[src/rtl/multicycle_alu.sv]
// Multicycle 32-bit ALU: single-cycle logic/arith/compare ops, shifts performed
// one bit per cycle, valid/ready handshakes on both request and result sides.
module multicycle_alu (
   input  logic        clk,
   input  logic        reset,
   input  logic        in_valid,
   output logic        in_ready,
   input  logic [3:0]  Operation,
   input  logic [31:0] SrcA,
   input  logic [31:0] SrcB,
   output logic        out_valid,
   input  logic        out_ready,
   output logic [31:0] ALUResult
);

   localparam logic [3:0] OP_AND  = 4'b0000;
   localparam logic [3:0] OP_OR   = 4'b0001;
   localparam logic [3:0] OP_ADD  = 4'b0010;
   localparam logic [3:0] OP_XOR  = 4'b0011;
   localparam logic [3:0] OP_SLL  = 4'b0100;
   localparam logic [3:0] OP_SRL  = 4'b0101;
   localparam logic [3:0] OP_SUB  = 4'b0110;
   localparam logic [3:0] OP_SRA  = 4'b0111;
   localparam logic [3:0] OP_EQ   = 4'b1000;
   localparam logic [3:0] OP_GE   = 4'b1001;
   localparam logic [3:0] OP_NE   = 4'b1010;
   localparam logic [3:0] OP_LT   = 4'b1100;
   localparam logic [3:0] OP_PASS = 4'b1101;

   typedef enum logic [1:0] {IDLE, SHIFT, DONE} state_t;

   state_t      r_state;
   state_t      w_next_state;
   logic [3:0]  r_op;
   logic [31:0] r_work;
   logic [4:0]  r_cnt;
   logic [31:0] r_result;
   logic        w_accept;
   logic        w_is_shift;
   logic        w_start_shift;

   // Shift codes only reach here with a zero shift amount, so they pass SrcA.
   function automatic logic [31:0] alu_single(input logic [3:0] op,
                                              input logic [31:0] a,
                                              input logic [31:0] b);
      logic signed [31:0] sa;
      logic signed [31:0] sb;
      sa = a;
      sb = b;
      case (op)
         OP_AND:  alu_single = a & b;
         OP_OR:   alu_single = a | b;
         OP_ADD:  alu_single = a + b;
         OP_XOR:  alu_single = a ^ b;
         OP_SUB:  alu_single = a - b;
         OP_SLL, OP_SRL, OP_SRA: alu_single = a;
         OP_EQ:   alu_single = {31'd0, a == b};
         OP_GE:   alu_single = {31'd0, sa >= sb};
         OP_NE:   alu_single = {31'd0, a != b};
         OP_LT:   alu_single = {31'd0, sa < sb};
         OP_PASS: alu_single = 32'd1;
         default: alu_single = 32'd0;
      endcase
   endfunction

   function automatic logic [31:0] shift_one(input logic [3:0] op,
                                             input logic [31:0] v);
      case (op)
         OP_SLL:  shift_one = {v[30:0], 1'b0};
         OP_SRL:  shift_one = {1'b0, v[31:1]};
         OP_SRA:  shift_one = {v[31], v[31:1]};
         default: shift_one = v;
      endcase
   endfunction

   assign in_ready      = (r_state == IDLE);
   assign out_valid     = (r_state == DONE);
   assign ALUResult     = r_result;
   assign w_accept      = in_valid && in_ready;
   assign w_is_shift    = (Operation == OP_SLL) || (Operation == OP_SRL) ||
                          (Operation == OP_SRA);
   assign w_start_shift = w_is_shift && (SrcB[4:0] != 5'd0);

   always_ff @(posedge clk or posedge reset) begin
      if (reset) r_state <= IDLE;
      else       r_state <= w_next_state;
   end

   always_comb begin
      w_next_state = r_state;
      case (r_state)
         IDLE:    if (w_accept) w_next_state = w_start_shift ? SHIFT : DONE;
         // The edge performing the final shift also enters DONE.
         SHIFT:   if (r_cnt == 5'd1) w_next_state = DONE;
         DONE:    if (out_ready) w_next_state = IDLE;
         default: w_next_state = IDLE;
      endcase
   end

   always_ff @(posedge clk or posedge reset) begin
      if (reset) begin
         r_op     <= 4'd0;
         r_work   <= 32'd0;
         r_cnt    <= 5'd0;
         r_result <= 32'd0;
      end else begin
         case (r_state)
            IDLE: begin
               if (w_accept) begin
                  r_op   <= Operation;
                  r_work <= SrcA;
                  if (w_start_shift) r_cnt <= SrcB[4:0];
                  else               r_result <= alu_single(Operation, SrcA, SrcB);
               end
            end
            SHIFT: begin
               r_work <= shift_one(r_op, r_work);
               r_cnt  <= r_cnt - 5'd1;
               if (r_cnt == 5'd1) r_result <= shift_one(r_op, r_work);
            end
            default: ;
         endcase
      end
   end

endmodule

[config.mk]
export PLATFORM = sky130hd
export DESIGN_NAME = multicycle_alu
export DESIGN_NICKNAME = d
export VERILOG_FILES = /design/src/rtl/multicycle_alu.sv
export SDC_FILE = /design/constraint.sdc
export NUM_CORES = 1
export LEC_CHECK = 0
export ABC_AREA = 1
export CAP_MARGIN = 30
export CORE_MARGIN = 2
export CORE_UTILIZATION = 30
export DETAILED_ROUTE_END_ITERATION = 8
export GPL_ROUTABILITY_DRIVEN = 0
export PLACE_DENSITY = 0.56
export SYNTH_ARGS = -nofsm -noshare
export SYNTH_HDL_FRONTEND = slang
export SYNTH_SLANG_ARGS = --single-unit
[constraint.sdc]
create_clock -name clk -period 2.3 [get_ports clk]
set_input_delay 0.23 -clock clk [delete_from_list [all_inputs] [get_ports clk]]
set_output_delay 0.23 -clock clk [all_outputs]
set_load 0.03 [all_outputs]
Word-level counts from Yosys, hierarchy flattened
Cells that the tools add are included.
- register bits after elaboration: 75
- input bits: 72
- output and inout port bits: 34
- word-level logic and storage cells: 68
- add/sub/neg operators: 3
- $lt $le $gt $ge: 2
- eq/ne operators: 25
- muxes and demuxes: 16
- bitwise operators: 3
- reductions and logical operators: 14
- operator list (kind ; number):
    $pmux W32 S11 ; 1
    $mux W32 ; 4
    $pmux W32 S2 ; 2
    $pmux W32 S3 ; 1
    $add A32 B32 Y32 ; 1
    $and A32 B32 Y32 ; 1
    $eq A32 B32 Y1 ; 1
    $ge A32 B32 Y1 ; 1
    $lt A32 B32 Y1 ; 1
    $ne A32 B32 Y1 ; 1
    $or A32 B32 Y32 ; 1
    $sub A32 B32 Y32 ; 1
    $xor A32 B32 Y32 ; 1
    $eq A4 B3 Y1 const B ; 7
    $eq A4 B4 Y1 const B ; 5
    $mux W5 ; 2
    $pmux W5 S2 ; 1
    $eq A4 B2 Y1 const B ; 2
    $mux W2 ; 4
    $ne A2 B1 Y1 const B ; 3
    $pmux W2 S3 ; 1
    $reduce_and A3 Y1 ; 2
    $eq A5 B1 Y1 const B ; 1
    $reduce_bool A5 Y1 ; 1
    13 further kinds ; 17

Longest topological paths before layout
- depth after elaboration: 7
- gate-level depth with buffers: 19
- gate-level depth less buffers: 19

Worst setup path after synthesis
No wires, ideal clock.
- kind: input port to flip-flop
- from: input SrcA[0]
- to: register r_result[0], in the netlist ALUResult[0]
- library setup time: 0.073 ns
- arrival: 1.862 ns
- data required time: 2.227 ns
- setup slack: 0.364 ns
- stages: 19
- buffers on the path: 0
- path through: inv_1 -> ha_1 -> inv_1 -> fa_1 -> nand2_1 -> nand2_1 -> nand3_1 -> nand2_1 -> nand2_1 -> nand2_2 -> nand2_1 -> nand2_1 -> nand2_1 -> nand3_1 -> nand2_1 -> inv_1 -> nand2_1 -> nand2_1 -> a21oi_2
- longest elaborated chain between the ends: 5
- elaborated cells between the ends (all ways): 13
- classes of those cells: add/sub (2); order compare (2); eq/ne (2); mux (4); bitwise (3)
- ends and longest elaborated chain (item ; RTL line ; RTL):
    from (decl) ; 9 ; input logic [31:0] SrcA,
    $sub A32 B32 Y32 (tied with other cells) ; 55 ; OP_SUB: alu_single = a - b;
    $pmux W32 S11 (*) ; 50 ; case (op)
    $mux W32 (*) ; 112 ; if (w_start_shift) r_cnt <= SrcB[4:0];
    $mux W32 (*) ; 109 ; if (w_accept) begin
    $pmux W32 S2 (*) ; 107 ; case (r_state)
    to (signal assigned) ; 113 ; else r_result <= alu_single(Operation, SrcA, SrcB);
    to (signal assigned) ; 119 ; if (r_cnt == 5'd1) r_result <= shift_one(r_op, r_work);
    to (decl) ; 37 ; logic [31:0] r_result;
Mark *: on every way between the ends. The rest lies on a longest branch, timed or not. The select of a mux whose other input is x is not followed.
A chain may end at the register's enable or synchronous reset.

Final worst setup path
- from: input Operation[2]
- to: register r_result[1], in the netlist ALUResult[1]
- longest elaborated chain between the ends: 6
- elaborated cells between the ends (all ways): 23
- classes of those cells: eq/ne (13); mux (4); reduce/logical (6)
- ends and longest elaborated chain (item ; RTL line ; RTL):
    from (decl) ; 8 ; input logic [3:0] Operation,
    $eq A4 B3 Y1, on equally long branches ; 50, 80, 81 ;
    $reduce_or A3 Y1 or $logic_or A1 B1 Y1 (tied branches) ; 50, 80 ;
    $pmux W32 S11 or $logic_or A1 B1 Y1 (tied branches) ; 50, 80 ;
    $mux W32 or $logic_and A1 B1 Y1 (tied branches) ; 112, 82 ;
    $mux W32 or $ne A2 B2 Y1 (tied branches) ; n/a ;
    $pmux W32 S2 or $reduce_and A4 Y1 (tied branches) ; n/a ;
Parallel ways exist; a longest one is shown, timed or not. The select of a mux whose other input is x is not followed.

==> impl_metrics.tcl <==
set metrics [dict create \
    rows 66 \
    hold_viol 0 \
    io_buffers 105 \
    cp.arrival_ns 2.57 \
    yosysWarnings 0 \
    fin_cells 2505 \
    numClockSinks 75 \
    start_util_pct 30.5 \
    finalCritPeriodShare_pct 99.6 \
    drtAntennaViolNets 0 \
    maxCapViolations 0 \
    finalClockSkew_ns 0.00951 \
    max-vdd-ir-drop_v 0.000759 \
    die_h_um 186 \
    cp_cell_sequence "clkdlybuf4s50_1, nor2_1, nand3_2, inv_1, buf_4, a221oi_1, buf_4, o21ai_0, nand2_1, nand2_1" \
    synth_area_um2 9930 \
    vias_per_cell 5.21 \
    crit_family "buffers and inverters" \
    syn_to_final_growth_pct 53.5 \
    ys_async_sr_fraction_pct 100 \
    relSlewSlack_pct 56.3 \
    numCtsBuffers 9 \
    slew_viol_final 0 \
    grt_pass1_vias 12361 \
    setup-tns-final_ns 0 \
    setup_viol 0 \
    yosys_register_bits 75 \
    critPathCaptureType "flop" \
    synth_cells 1663 \
    h-tree-depth 3 \
    via_count 13059 \
    power_density_nw_per_um2 661 \
    avgSynthCellArea_um2 5.97 \
    cpPeakStageDelay_ns 0.53 \
    cts-root-buf "clkbuf_16" \
    worst_slew_pin_slew_ns 0.655 \
    startpoint_type "input port" \
    final_layout_size_suffix_gt1_share_pct 30.3 \
    antenna_found_initial 0 \
    dpl_cell_area_um2 13800 \
    worstHoldPathType "input port to async pin" \
    path_class "input port to flop" \
    stdcell_area_um2 15200 \
    drtIter0Drc 1243 \
    ys.flop_type "dfrtp_1" \
    routed_wl_um 45200 \
    clock_latency_ns 0.34 \
    outcome "complete, no violations" \
    cp_max_fo 9 \
    cts_tree "done" \
    final_cell_mix "403 x nand2_1, 336 x buf_4, 214 x inv_1, 134 x nor2_1, 99 x nand3_1" \
    nets 2233 \
    drcViolationCount 0 \
    synth_edf_count 0 \
    drt_pass1_iterations 9 \
    synthesis.nets 1836 \
    cp_slowest_cell "clkdlybuf4s50_1" \
    grt_pass1_wl_um 68000 \
    pre_cts_slack_ns -0.650 \
    fin_crit_ns 2.29 \
    grt_overflow 0 \
    grt_max_degree 73 \
    core_um2 32500 \
    power_leakage_nw 7.70 \
    final_common_cell "nand2_1" \
    dieArea_um2 34600 \
    worst_slack_ns 0.00914 \
    io-pin-count 106 \
    dieWidth_um 186 \
    dpl.hpwl_um 36300 \
    fmax_mhz 437 \
    seq_area_frac_synth_pct 18.9 \
    clockBufferDepth 2 \
    track_usage_pct 25.6 \
    crit_buf_inv 4 \
    path_clk_slew_ns 0.06 \
    ys_types 43 \
    rsz0062_at_grt "yes" \
    wl_per_cell_um 18.1 \
    place_inst 2483 \
    p_total_w 0.0101 \
    n_antenna_cell 0 \
    required_ns 2.58 \
]
-- stage by stage --
step                      utilization [%]  hold WS (ns)
after CTS                            44.3         0.305
after global routing                 46.9         0.344
final                                46.9         0.287
after global placement               42.4         0.474
after floorplan                         -         0.403
after detailed placement             42.4         0.476
-- registers in the layout (all words and copies together), names as in the netlist --
register / cells
ALUResult: 32
r_work: 32
r_cnt: 5
r_op: 4
r_state: 2
-- timing repair --
item	4_1_cts	5_1_grt
setup endpoints to repair	31	31
resized for setup	91	244
hold buffers	0	0
pin swaps	6	61
buffers inserted	1	7
-- cells in the mapped netlist (all sizes together), types with 4 or more instances --
library cell / number / area (um^2)
nand2: 454 / 1720
inv: 261 / 982
nor2: 178 / 688
nand3: 132 / 666
a21oi: 126 / 649
o21ai: 105 / 533
ha: 99 / 1240
dfrtp: 75 / 1880
buf: 48 / 297
a31oi: 34 / 219
o22ai: 31 / 194
a221oi: 19 / 166
o221ai: 18 / 158
clkbuf: 16 / 61.3
nor3: 16 / 95.1
nand4: 13 / 81.3
o21bai: 11 / 82.6
a211oi: 7 / 52.6
o211ai: 5 / 37.5
o21a: 4 / 30.0
-- logic make-up after synthesis --
logic type               after synthesis  share of synthesized area [%]
adder cells (fa/ha/maj)              101                           12.9
flip-flops                            75                           18.9
AND/OR/NAND/NOR                      797                           33.0
AO/OA/AOI/OAI                        363                           21.6
XOR/XNOR                               1                         0.0882
buffers and inverters                326                           13.5
-- path summary, 6_finish.rpt --
| check | startpoint | to | slack, ns | cells after the start |
|---|---|---|---|---|
| max in group asynchronous | reset | r_work[28] | 1.30 | 3 |
| hold reg to reg | r_op[2] | r_op[2] | 0.49 | 2 |
| min in group clk | SrcA[18] | r_work[18] | 0.38 | 4 |
| setup / recovery | Operation[2] | ALUResult[1] | 0.009 | 10 |
| hold / removal | reset | ALUResult[6] | 0.29 | 2 |
| setup reg to reg | r_op[2] | ALUResult[1] | 0.37 | 13 |
-- layout make-up --
type	instances	area, um^2
clock buffers	11	233
clock inverters	3	17.5
fillers	3351	17300
inverters	262	997
multi-input cells	1262	7760
flip-flops and latches	75	1880
well taps	442	553
repair buffers	450	3810
-- where the power goes --
group | switching, W | leakage, nW | internal [W]
Clock | 0.000557 | 0.121 | 0.000716
Combinational | 0.00380 | 6.66 | 0.00252
Sequential | 0.000503 | 0.916 | 0.00198
-- worst register-to-register path, delay by kind of cell (launching register included) --
family	cells	cell delay, ns
buf+inv	4	0.61
flops	1	0.37
compound gates	3	0.40
simple gates	6	0.45
-- metal layers --
| layer | part of all wire, % | wire length [um] | vias to the layer above | global-route usage [%] |
|---|---|---|---|---|
| met3 | 6.5 | 2960 | 121 | 3.15 |
| met4 | 6.1 | 2770 | 0 | 13.9 |
| met1 | 42 | 19200 | 6075 | 33.2 |
| li1 | - | - | 6247 | - |
| met2 | 45 | 20300 | 616 | 41.3 |
| met5 | 0 | 0 | - | 0 |
(Power assumes the default switching activity.)
